`src/rtl/inference_request_payload_extractor.sv`:
```
// rtl/inference_request_payload_extractor.sv - strips HEADER_BYTES from each packet and re-aligns the payload to lane 0
// Optional header magic check: define INFERENCE_PAYLOAD_MAGIC_CHECK_EN (adds bad_magic port).
module inference_request_payload_extractor #(
    parameter int TDATA_WIDTH  = 256,
    parameter int TUSER_WIDTH  = 128,
    parameter int HEADER_BYTES = 54
`ifdef INFERENCE_PAYLOAD_MAGIC_CHECK_EN
    ,
    parameter int          MAGIC_OFFSET = 42,
    parameter logic [15:0] MAGIC_VALUE  = 16'h4946
`endif
) (
    input  logic                     axis_aclk,
    input  logic                     axis_reset,
    input  logic [TDATA_WIDTH-1:0]   pkt_in_axis_tdata,
    input  logic [TDATA_WIDTH/8-1:0] pkt_in_axis_tkeep,
    input  logic [TUSER_WIDTH-1:0]   pkt_in_axis_tuser,
    input  logic                     pkt_in_axis_tvalid,
    output logic                     pkt_in_axis_tready,
    input  logic                     pkt_in_axis_tlast,
    output logic [TDATA_WIDTH-1:0]   jpeg_out_axis_tdata,
    output logic [TDATA_WIDTH/8-1:0] jpeg_out_axis_tkeep,
    output logic [TUSER_WIDTH-1:0]   jpeg_out_axis_tuser,
    output logic                     jpeg_out_axis_tvalid,
    input  logic                     jpeg_out_axis_tready,
    output logic                     jpeg_out_axis_tlast,
    output logic                     runt_drop
`ifdef INFERENCE_PAYLOAD_MAGIC_CHECK_EN
    ,
    output logic                     bad_magic
`endif
);

    localparam int TKEEP_WIDTH = TDATA_WIDTH / 8;
    localparam int HDR_BEATS   = HEADER_BYTES / TKEEP_WIDTH;
    localparam int OFFSET      = HEADER_BYTES % TKEEP_WIDTH;
    localparam int CNT_W       = (HDR_BEATS > 0) ? $clog2(HDR_BEATS + 1) : 1;

    typedef enum logic [1:0] {ST_HEADER, ST_PAYLOAD, ST_FLUSH, ST_DROP} state_t;

    state_t                 r_state;
    logic [CNT_W-1:0]       r_cnt;
    logic [TDATA_WIDTH-1:0] r_out_data;
    logic [TKEEP_WIDTH-1:0] r_out_keep;
    logic [TUSER_WIDTH-1:0] r_out_user;
    logic [TUSER_WIDTH-1:0] r_tuser;
    logic                   r_out_valid;
    logic                   r_out_last;
    logic                   r_runt_drop;

    logic w_out_ready;
    logic w_in_ready;
    logic w_in_fire;
    logic w_hdr_done;
    logic w_bad;

    assign w_out_ready        = !r_out_valid || jpeg_out_axis_tready;
    assign w_in_ready         = w_out_ready && (r_state != ST_FLUSH);
    assign w_in_fire          = pkt_in_axis_tvalid && w_in_ready;
    assign pkt_in_axis_tready = w_in_ready;

    assign jpeg_out_axis_tdata  = r_out_data;
    assign jpeg_out_axis_tkeep  = r_out_keep;
    assign jpeg_out_axis_tuser  = r_out_user;
    assign jpeg_out_axis_tvalid = r_out_valid;
    assign jpeg_out_axis_tlast  = r_out_last;
    assign runt_drop            = r_runt_drop;

`ifdef INFERENCE_PAYLOAD_MAGIC_CHECK_EN
    // The two magic bytes may straddle a beat boundary, so each is checked in its own beat.
    localparam int MB0_BEAT = MAGIC_OFFSET / TKEEP_WIDTH;
    localparam int MB0_LANE = MAGIC_OFFSET % TKEEP_WIDTH;
    localparam int MB1_BEAT = (MAGIC_OFFSET + 1) / TKEEP_WIDTH;
    localparam int MB1_LANE = (MAGIC_OFFSET + 1) % TKEEP_WIDTH;

    logic r_magic_bad;
    logic r_bad_magic;
    logic w_magic_mismatch;

    assign w_magic_mismatch = (r_state == ST_HEADER) &&
        (((r_cnt == CNT_W'(MB0_BEAT)) && (pkt_in_axis_tdata[MB0_LANE*8 +: 8] != MAGIC_VALUE[15:8])) ||
         ((r_cnt == CNT_W'(MB1_BEAT)) && (pkt_in_axis_tdata[MB1_LANE*8 +: 8] != MAGIC_VALUE[7:0])));
    assign w_bad     = r_magic_bad || w_magic_mismatch;
    assign bad_magic = r_bad_magic;

    always_ff @(posedge axis_aclk) begin
        if (axis_reset) begin
            r_magic_bad <= 1'b0;
            r_bad_magic <= 1'b0;
        end else begin
            r_bad_magic <= w_in_fire && pkt_in_axis_tlast &&
                           ((r_state == ST_DROP) || (w_hdr_done && w_bad));
            if (w_in_fire && (r_state == ST_HEADER))
                r_magic_bad <= (pkt_in_axis_tlast || w_hdr_done) ? 1'b0 : w_bad;
        end
    end
`else
    assign w_bad = 1'b0;
`endif

    generate
        if (OFFSET == 0) begin : g_aligned
            // Header ends on a beat boundary: the last discarded beat is the decision point.
            assign w_hdr_done = (r_state == ST_HEADER) && (r_cnt == CNT_W'(HDR_BEATS - 1)) &&
                                !pkt_in_axis_tlast;

            always_ff @(posedge axis_aclk) begin
                if (axis_reset) begin
                    r_state     <= ST_HEADER;
                    r_cnt       <= '0;
                    r_out_data  <= '0;
                    r_out_keep  <= '0;
                    r_out_user  <= '0;
                    r_tuser     <= '0;
                    r_out_valid <= 1'b0;
                    r_out_last  <= 1'b0;
                    r_runt_drop <= 1'b0;
                end else begin
                    r_runt_drop <= 1'b0;
                    if (r_out_valid && jpeg_out_axis_tready)
                        r_out_valid <= 1'b0;
                    case (r_state)
                        ST_HEADER: if (w_in_fire) begin
                            if (r_cnt == '0)
                                r_tuser <= pkt_in_axis_tuser;
                            if (w_hdr_done) begin
                                r_cnt   <= '0;
                                r_state <= w_bad ? ST_DROP : ST_PAYLOAD;
                            end else if (pkt_in_axis_tlast) begin
                                r_cnt       <= '0;
                                r_runt_drop <= 1'b1;
                            end else begin
                                r_cnt <= r_cnt + CNT_W'(1);
                            end
                        end
                        ST_PAYLOAD: if (w_in_fire) begin
                            r_out_valid <= 1'b1;
                            r_out_data  <= pkt_in_axis_tdata;
                            r_out_keep  <= pkt_in_axis_tkeep;
                            r_out_user  <= r_tuser;
                            r_out_last  <= pkt_in_axis_tlast;
                            if (pkt_in_axis_tlast)
                                r_state <= ST_HEADER;
                        end
                        ST_DROP: if (w_in_fire && pkt_in_axis_tlast)
                            r_state <= ST_HEADER;
                        default: r_state <= ST_HEADER;
                    endcase
                end
            end
        end else begin : g_shift
            localparam int RES_BYTES = TKEEP_WIDTH - OFFSET;

            logic [RES_BYTES*8-1:0] r_res_data;
            logic [RES_BYTES-1:0]   r_res_keep;
            logic                   w_has_payload;

            // Contiguous tkeep: any bit at or above OFFSET means the beat spills into a new residual.
            assign w_has_payload = |pkt_in_axis_tkeep[TKEEP_WIDTH-1:OFFSET];
            assign w_hdr_done    = (r_state == ST_HEADER) && (r_cnt == CNT_W'(HDR_BEATS)) &&
                                   !(pkt_in_axis_tlast && !w_has_payload);

            always_ff @(posedge axis_aclk) begin
                if (axis_reset) begin
                    r_state     <= ST_HEADER;
                    r_cnt       <= '0;
                    r_out_data  <= '0;
                    r_out_keep  <= '0;
                    r_out_user  <= '0;
                    r_tuser     <= '0;
                    r_out_valid <= 1'b0;
                    r_out_last  <= 1'b0;
                    r_runt_drop <= 1'b0;
                    r_res_data  <= '0;
                    r_res_keep  <= '0;
                end else begin
                    r_runt_drop <= 1'b0;
                    if (r_out_valid && jpeg_out_axis_tready)
                        r_out_valid <= 1'b0;
                    case (r_state)
                        ST_HEADER: if (w_in_fire) begin
                            if (r_cnt == '0)
                                r_tuser <= pkt_in_axis_tuser;
                            if (w_hdr_done) begin
                                r_cnt      <= '0;
                                r_res_data <= pkt_in_axis_tdata[TDATA_WIDTH-1:OFFSET*8];
                                r_res_keep <= pkt_in_axis_tkeep[TKEEP_WIDTH-1:OFFSET];
                                if (w_bad)
                                    r_state <= pkt_in_axis_tlast ? ST_HEADER : ST_DROP;
                                else
                                    r_state <= pkt_in_axis_tlast ? ST_FLUSH : ST_PAYLOAD;
                            end else if (pkt_in_axis_tlast) begin
                                r_cnt       <= '0;
                                r_runt_drop <= 1'b1;
                            end else begin
                                r_cnt <= r_cnt + CNT_W'(1);
                            end
                        end
                        ST_PAYLOAD: if (w_in_fire) begin
                            r_out_valid <= 1'b1;
                            r_out_data  <= {pkt_in_axis_tdata[OFFSET*8-1:0], r_res_data};
                            r_out_keep  <= {pkt_in_axis_tkeep[OFFSET-1:0], r_res_keep};
                            r_out_user  <= r_tuser;
                            r_out_last  <= pkt_in_axis_tlast && !w_has_payload;
                            r_res_data  <= pkt_in_axis_tdata[TDATA_WIDTH-1:OFFSET*8];
                            r_res_keep  <= pkt_in_axis_tkeep[TKEEP_WIDTH-1:OFFSET];
                            if (pkt_in_axis_tlast)
                                r_state <= w_has_payload ? ST_FLUSH : ST_HEADER;
                        end
                        ST_FLUSH: if (w_out_ready) begin
                            r_out_valid <= 1'b1;
                            r_out_data  <= {{(OFFSET*8){1'b0}}, r_res_data};
                            r_out_keep  <= {{OFFSET{1'b0}}, r_res_keep};
                            r_out_user  <= r_tuser;
                            r_out_last  <= 1'b1;
                            r_state     <= ST_HEADER;
                        end
                        ST_DROP: if (w_in_fire && pkt_in_axis_tlast)
                            r_state <= ST_HEADER;
                        default: r_state <= ST_HEADER;
                    endcase
                end
            end
        end
    endgenerate

endmodule

```
`config.mk`:
```
export PLATFORM = sky130hd
export DESIGN_NAME = inference_request_payload_extractor
export DESIGN_NICKNAME = d
export VERILOG_FILES = /design/src/rtl/inference_request_payload_extractor.sv
export SDC_FILE = /design/constraint.sdc
export NUM_CORES = 1
export LEC_CHECK = 0
export ABC_AREA = 0
export CORE_AREA = 2 2 325 327
export CTS_CLUSTER_SIZE = 12
export DETAILED_ROUTE_END_ITERATION = 12
export DIE_AREA = 0 0 327 329
export SYNTH_ARGS = -nofsm -noshare
export SYNTH_HDL_FRONTEND = slang
export SYNTH_SLANG_ARGS = --single-unit
```
`constraint.sdc`:
```
create_clock -name axis_aclk -period 2.29 [get_ports axis_aclk]
set_clock_uncertainty 0.15 [all_clocks]
set_input_delay 0.3435 -clock axis_aclk [delete_from_list [all_inputs] [get_ports axis_aclk]]
set_output_delay 0.3435 -clock axis_aclk [all_outputs]
set_load 0.005 [all_outputs]
```
==> flow_summary.json, run 1 <==
{
  "outcome": "finished clean",
  "overflow": 0,
  "nNetsFinal": 4010,
  "die_area_mm2": 0.108,
  "vias_per_cell": 4.28,
  "leakage_nw": 12.4,
  "ff_latch_area_mm2": 0.0128,
  "crit_fanout": 9,
  "synthFlopType": "dfxtp_1",
  "placed_cells": 4889,
  "worstPathRequired_ps": 2630,
  "multi_input_area_mm2": 0.00920,
  "dieHeight_um": 329,
  "cts-root-buf": "clkbuf_16",
  "vias": 21600,
  "path_clk_slew_ps": 60,
  "ys_warn_count": 0,
  "hp-class": "in2reg",
  "cts_sinks": 640,
  "finalCritPeriodShare_pct": 99.6,
  "hpwl_um": 62200,
  "die_w_um": 327,
  "place_ws_ps": -510,
  "antenna_found_initial": 10,
  "io_buffer_count": 840,
  "min_path_cells": 3,
  "ant_nets": 0,
  "routed_wl_um": 86400,
  "crit_arrival_ps": 2630,
  "cts_tree": "built",
  "synthesis.nets": 3152,
  "syn_area_mm2": 0.0229,
  "criticalPathCategory": "in2reg",
  "p_per_area_mw_per_mm2": 1120,
  "reg2reg_to": "g_shift.r_res_data[60]",
  "start_util_pct": 21.9,
  "synth_seq_cells": 640,
  "grt_max_degree": 199,
  "area_growth_pct": 59.7,
  "syn_inst": 2726,
  "rows": 119,
  "worst_slack_ps": 8.41,
  "setup_viol": 0,
  "fin_tns_setup_ps": 0,
  "worstReg2RegStart": "r_state[0]",
  "drive_above_1_share_pct": 8.31,
  "grt_pass1_vias": 20700,
  "fmax_mhz": 438,
  "cp-end-kind": "flop",
  "period_needed_ps": 2280,
  "cts_buffers": 75,
  "first_pass_iters": 6,
  "hold_violations": 0,
  "ff2ff_path_depth": 9,
  "netlist-cell-type-count": 29,
  "track_usage_pct": 15.2,
  "clockBufferDepth": 3,
  "grt_first_pass_wirelength_um": 126000,
  "pin_count": 841,
  "min_to": "r_tuser[15]",
  "core-area_mm2": 0.104,
  "cp-start-kind": "input port",
  "nFillCells": 10800,
  "power.total_w": 0.0410,
  "drt-initial-drc-count": 1262,
  "fin_cells": 5035,
  "synth_edf_count": 0,
  "worst-slew-pin-transition_ps": 828,
  "syn_area_per_cell_um2": 8.39,
  "report.final.slew_viol_count": 0,
  "cts_max_level": 3,
  "synth_seq_area_share_pct": 56.0,
  "peakVddDrop_uv": 757,
  "grt_setup_unrepaired": "yes",
  "place_congestion": 0.840,
  "synthArstFlopShare_pct": 0,
  "cap_viol_max_count": 0,
  "clk_latency_ps": 630,
  "route.detailed.drc": 0,
  "avgRoutedWirePerCell_um": 17.2,
  "reg2reg_setup_slack_ps": 50,
  "slew_headroom_pct": 44.8,
  "min-delay-start": "pkt_in_axis_tuser[15]"
}
final cells by class:
cell class	instances	area share, %
repair buffers	1005	28.1
flip-flops and latches	640	35.1
clock inverters	19	0.596
diodes	8	0.0548
multi-input cells	1857	25.2
well taps	1391	4.77
clock buffers	110	6.19
inverters	5	0.0514
synth_stat cells (3+ instances only):
master | n | area (µm²)
a21oi_1 | 547 | 2740
buf_1 | 9 | 33.8
buf_6 | 9 | 101
mux2i_1 | 92 | 921
nand2_1 | 895 | 3360
nand3_1 | 5 | 25.0
dfxtp_1 | 640 | 12800
inv_1 | 5 | 18.8
clkbuf_1 | 189 | 709
ha_1 | 5 | 62.6
nand3b_1 | 198 | 1490
buf_2 | 16 | 80.1
nor2_1 | 94 | 353
nor2b_1 | 3 | 18.8
flip-flops by register name (all words and copies together), names as in the netlist:
name and cells:
jpeg_out_axis_tvalid 1, g_shift.r_res_data 80, jpeg_out_axis_tlast 1, r_state 2, r_cnt 1, jpeg_out_axis_tdata 256
jpeg_out_axis_tuser 128, jpeg_out_axis_tkeep 32, runt_drop 1, r_tuser 128, g_shift.r_res_keep 10
cell usage in the layout, fill, tap and decap left out, types with 3 or more instances in the layout:
master	instances
a21oi_1	547
buf_12	35
buf_16	3
buf_4	116
buf_6	7
bufinv_16	3
clkbuf_1	13
clkbuf_16	80
clkbuf_8	19
clkdlybuf4s50_1	838
clkinv_2	9
clkinv_8	3
dfxtp_1	638
diode_2	8
inv_1	4
mux2i_1	90
nand2_1	894
nand3_1	3
nand3b_1	198
nor2_1	92
worst max path at each step:
stage	from	to	slack (ps)	depth (start not counted)
6_report	pkt_in_axis_tkeep[25]	g_shift.r_res_keep[2]	8	9
5_1_grt	r_state[0]	g_shift.r_res_keep[7]	-60	9
4_1_cts	r_state[0]	g_shift.r_res_data[47]	4	9
3_5_place_dp	pkt_in_axis_tkeep[31]	g_shift.r_res_data[20]	-510	8
3_3_place_gp	pkt_in_axis_tkeep[31]	g_shift.r_res_data[61]	-450	8
2_1_floorplan	r_state[0]	g_shift.r_res_data[0]	80	9
what timing repair did:
item / in CTS / in global routing
gates resized for setup: 3 / 23
setup buffers: 2 / 3
hold endpoints to repair: 5 / 0
cloned: 1 / 2
pin swaps: 0 / 4
hold buffers: 1 / 0
endpoints found under the setup margin: 11 / 188
per-layer routing:
layer	wire [µm]	GRT usage [%]	vias up
li1	-	-	10700
met1	37600	19.2	10100
met2	38900	23.6	663
met3	7510	5.40	136
met4	2350	5.58	2
met5	15	0	-
through the flow:
stage | util [%] | area [µm²] | hold slack, ps
final | 35.0 | 36500 | 111
after floorplan | - | 22900 | 281
after detailed placement | 32.4 | 33800 | 290
after global routing | 35.0 | 36500 | 78.7
after global placement | 32.4 | 33800 | 286
after CTS | 34.8 | 36300 | 41.2
report_power, final:
group          leakage (nW)  switching [W]  internal (W)
sequential             5.19       0.000968        0.0130
combinational          6.03        0.00795       0.00710
clock                  1.22        0.00479       0.00718
total                  12.4         0.0137        0.0273
critical path: stages:
cell,delay (ps)
clkdlybuf4s50_1,420
or4_4,670
nor4_4,330
o32ai_4,150
buf_4,150
buf_6,130
clkbuf_16,180
mux2i_1,170
nor2_1,50
logic make-up after synthesis:
group | share of synthesized area (%)
simple gates | 23.3
buf+inv | 4.16
mux | 4.03
compound gates | 12.2
fa+ha+maj | 0.274
flops | 56.0
Power figures use the tool's default switching activity.
==> run 2: changes to the inputs <==
- CELL_PAD_IN_SITES_DETAIL_PLACEMENT: default -> 0
- CELL_PAD_IN_SITES_GLOBAL_PLACEMENT: default -> 1
- CORE_AREA: 2 2 325 327 -> 2 2 329 331
- DIE_AREA: 0 0 327 329 -> 0 0 331 333
- PLACE_DENSITY_LB_ADDON: default -> 0.1
==> run 2 against run 1 <==
  * Fmax is 4.5% higher
  * Global-route usage is 1.7 points higher
  * Clock power is 3% higher
  * Critical path depth stayed put
  * Sequential power hardly changed
  * Worst hold slack better by 6.0 ps
  * Critical path type unchanged
  * Cell area is 0.17% higher
  * Largest power group unchanged
==> flow_summary.json, run 2 (synthesis results as in run 1) <==
{
  "min-delay-start": "pkt_in_axis_tuser[19]",
  "max_stage_delay_ps": 570,
  "hold_violations": 0,
  "start_util_pct": 21.5,
  "p_int_w": 0.0276,
  "core-area_mm2": 0.107,
  "crit_cells": 9,
  "crit_chain": "clkdlybuf4s50_1 > or4_4 > nor4_4 > buf_4 > o32ai_4 > buf_4 > clkbuf_16 > mux2i_1 > nor2_1",
  "slew_headroom_pct": 52.5,
  "place_area_mm2": 0.0338,
  "crit_family": "buffers and inverters",
  "first_pass_iters": 5,
  "grt_max_degree": 170,
  "comb_power_share_pct": 36.5,
  "cp-end-kind": "flop",
  "route.detailed.drc": 0,
  "leakage_nw": 12.4,
  "path_clk_slew_ps": 60,
  "final_common_cell": "nand2_1",
  "dieHeight_um": 333,
  "area_growth_pct": 60.0,
  "period_needed_ps": 2180,
  "nNetsFinal": 3989,
  "avgRoutedWirePerCell_um": 19.4,
  "grt_first_pass_wirelength_um": 140000,
  "p_per_area_mw_per_mm2": 1140,
  "pin_count": 841,
  "cts_buffers": 78,
  "rows": 120,
  "io_buffer_count": 840,
  "cp_num_buf_inv": 4,
  "seqPwrFrac_pct": 33.7,
  "min_path_cells": 3,
  "overflow": 0,
  "routed_wl_um": 97900,
  "power.total_w": 0.0416,
  "switching_share_pct": 33.6,
  "worst-slew-pin-transition_ps": 713,
  "cts_tree": "built",
  "worstPathRequired_ps": 2650,
  "die_area_mm2": 0.110,
  "hpwl_um": 70800,
  "design_area_mm2": 0.0366,
  "report.final.slew_viol_count": 0,
  "drt-initial-drc-count": 912,
  "clkPwrFrac_pct": 29.7,
  "setup_viol": 0,
  "track_usage_pct": 16.8,
  "p_switching_w": 0.0140,
  "cts-root-buf": "clkbuf_16",
  "fmax_mhz": 458,
  "ff2ff_path_depth": 9,
  "min_to": "r_tuser[19]",
  "cp_common_cell": "buf_4",
  "place_ws_ps": -484,
  "crit_start": "pkt_in_axis_tkeep[25]",
  "clk_latency_ps": 620,
  "worstReg2RegStart": "r_state[1]",
  "grt_pass1_vias": 21800,
  "antenna_found_initial": 36,
  "layout_common_cells": "894 x nand2_1, 838 x clkdlybuf4s50_1, 638 x dfxtp_1",
  "fin_tns_setup_ps": 0,
  "cts_sinks": 640,
  "vias": 21700,
  "clockBufferDepth": 3,
  "cp-start-kind": "input port",
  "crit_fanout": 11,
  "crit_path_top_delay_cell": "or4_4",
  "whs_ps": 117,
  "cts_max_level": 3,
  "cap_viol_max_count": 0,
  "reg2reg_to": "jpeg_out_axis_tdata[188]",
  "finalCritPeriodShare_pct": 95.4,
  "ant_nets": 0,
  "die_w_um": 331,
  "vias_per_cell": 4.30,
  "hp-class": "in2reg",
  "criticalPathCategory": "in2reg",
  "worst_slack_ps": 106,
  "reg2reg_setup_slack_ps": 110,
  "peakVddDrop_uv": 495,
  "largest_reg_flops": 256,
  "outcome": "finished clean",
  "drive_above_1_share_pct": 7.63,
  "place_congestion": 0.787,
  "crit_arrival_ps": 2550
}
-- run 2: per-layer routing --
layer	vias up	track usage, %	share of wire (%)
met5	-	0	0.27
met1	10200	18.6	39
li1	10700	-	-
met4	42	6.74	2.8
met2	606	28.5	49
met3	158	6.78	8.9
-- run 2: cell type report --
class                   instances  area, µm²
flip-flops and latches        640      12800
repair buffers                981      10200
multi-input cells            1857       9190
inverters                       5       18.8
clock inverters                18        213
well taps                    1403       1760
clock buffers                 118       2330
fillers                     11100      70000
diodes                         18       45.0
-- run 2: power by group through the flow --
stage               Clock [W]  Sequential (W)  Combinational, W
detailed placement          0          0.0143            0.0153
global route           0.0133          0.0143            0.0167
global placement            0          0.0142            0.0152
finish                 0.0124          0.0140            0.0152
floorplan                   0          0.0142           0.00680
CTS                    0.0129          0.0140            0.0154
-- run 2: worst max path at each step --
stage / end / slack, ps
6_report: g_shift.r_res_data[39] / 110
5_1_grt: jpeg_out_axis_tdata[216] / -20
4_1_cts: g_shift.r_res_data[55] / -10
3_5_place_dp: g_shift.r_res_data[55] / -480
3_3_place_gp: g_shift.r_res_data[76] / -490
2_1_floorplan: g_shift.r_res_data[0] / 80
-- run 2: repair_timing --
item	CTS	global route
setup buffers	0	3
resized for setup	10	20
gates cloned	0	6
hold buffers	1	0
pin swaps	1	2
setup endpoints to repair	48	202
hold endpoints to repair	9	0
-- run 2: worst reg2reg max path, stage by stage (launching register included) --
cell and delay (ps):
dfxtp_2 350, inv_1 100, ha_2 240, nand2_1 70
mux2i_1 170, and2_4 310, buf_12 200, buf_12 180
nand3b_1 150, a21oi_1 170
-- run 2: metrics by stage --
stage	utilization (%)	instances
2_1_floorplan	-	2726
3_5_place_dp	31.7	4876
3_3_place_gp	31.7	4876
5_1_grt	34.3	5035
6_report	34.3	5040
4_1_cts	34.1	5013
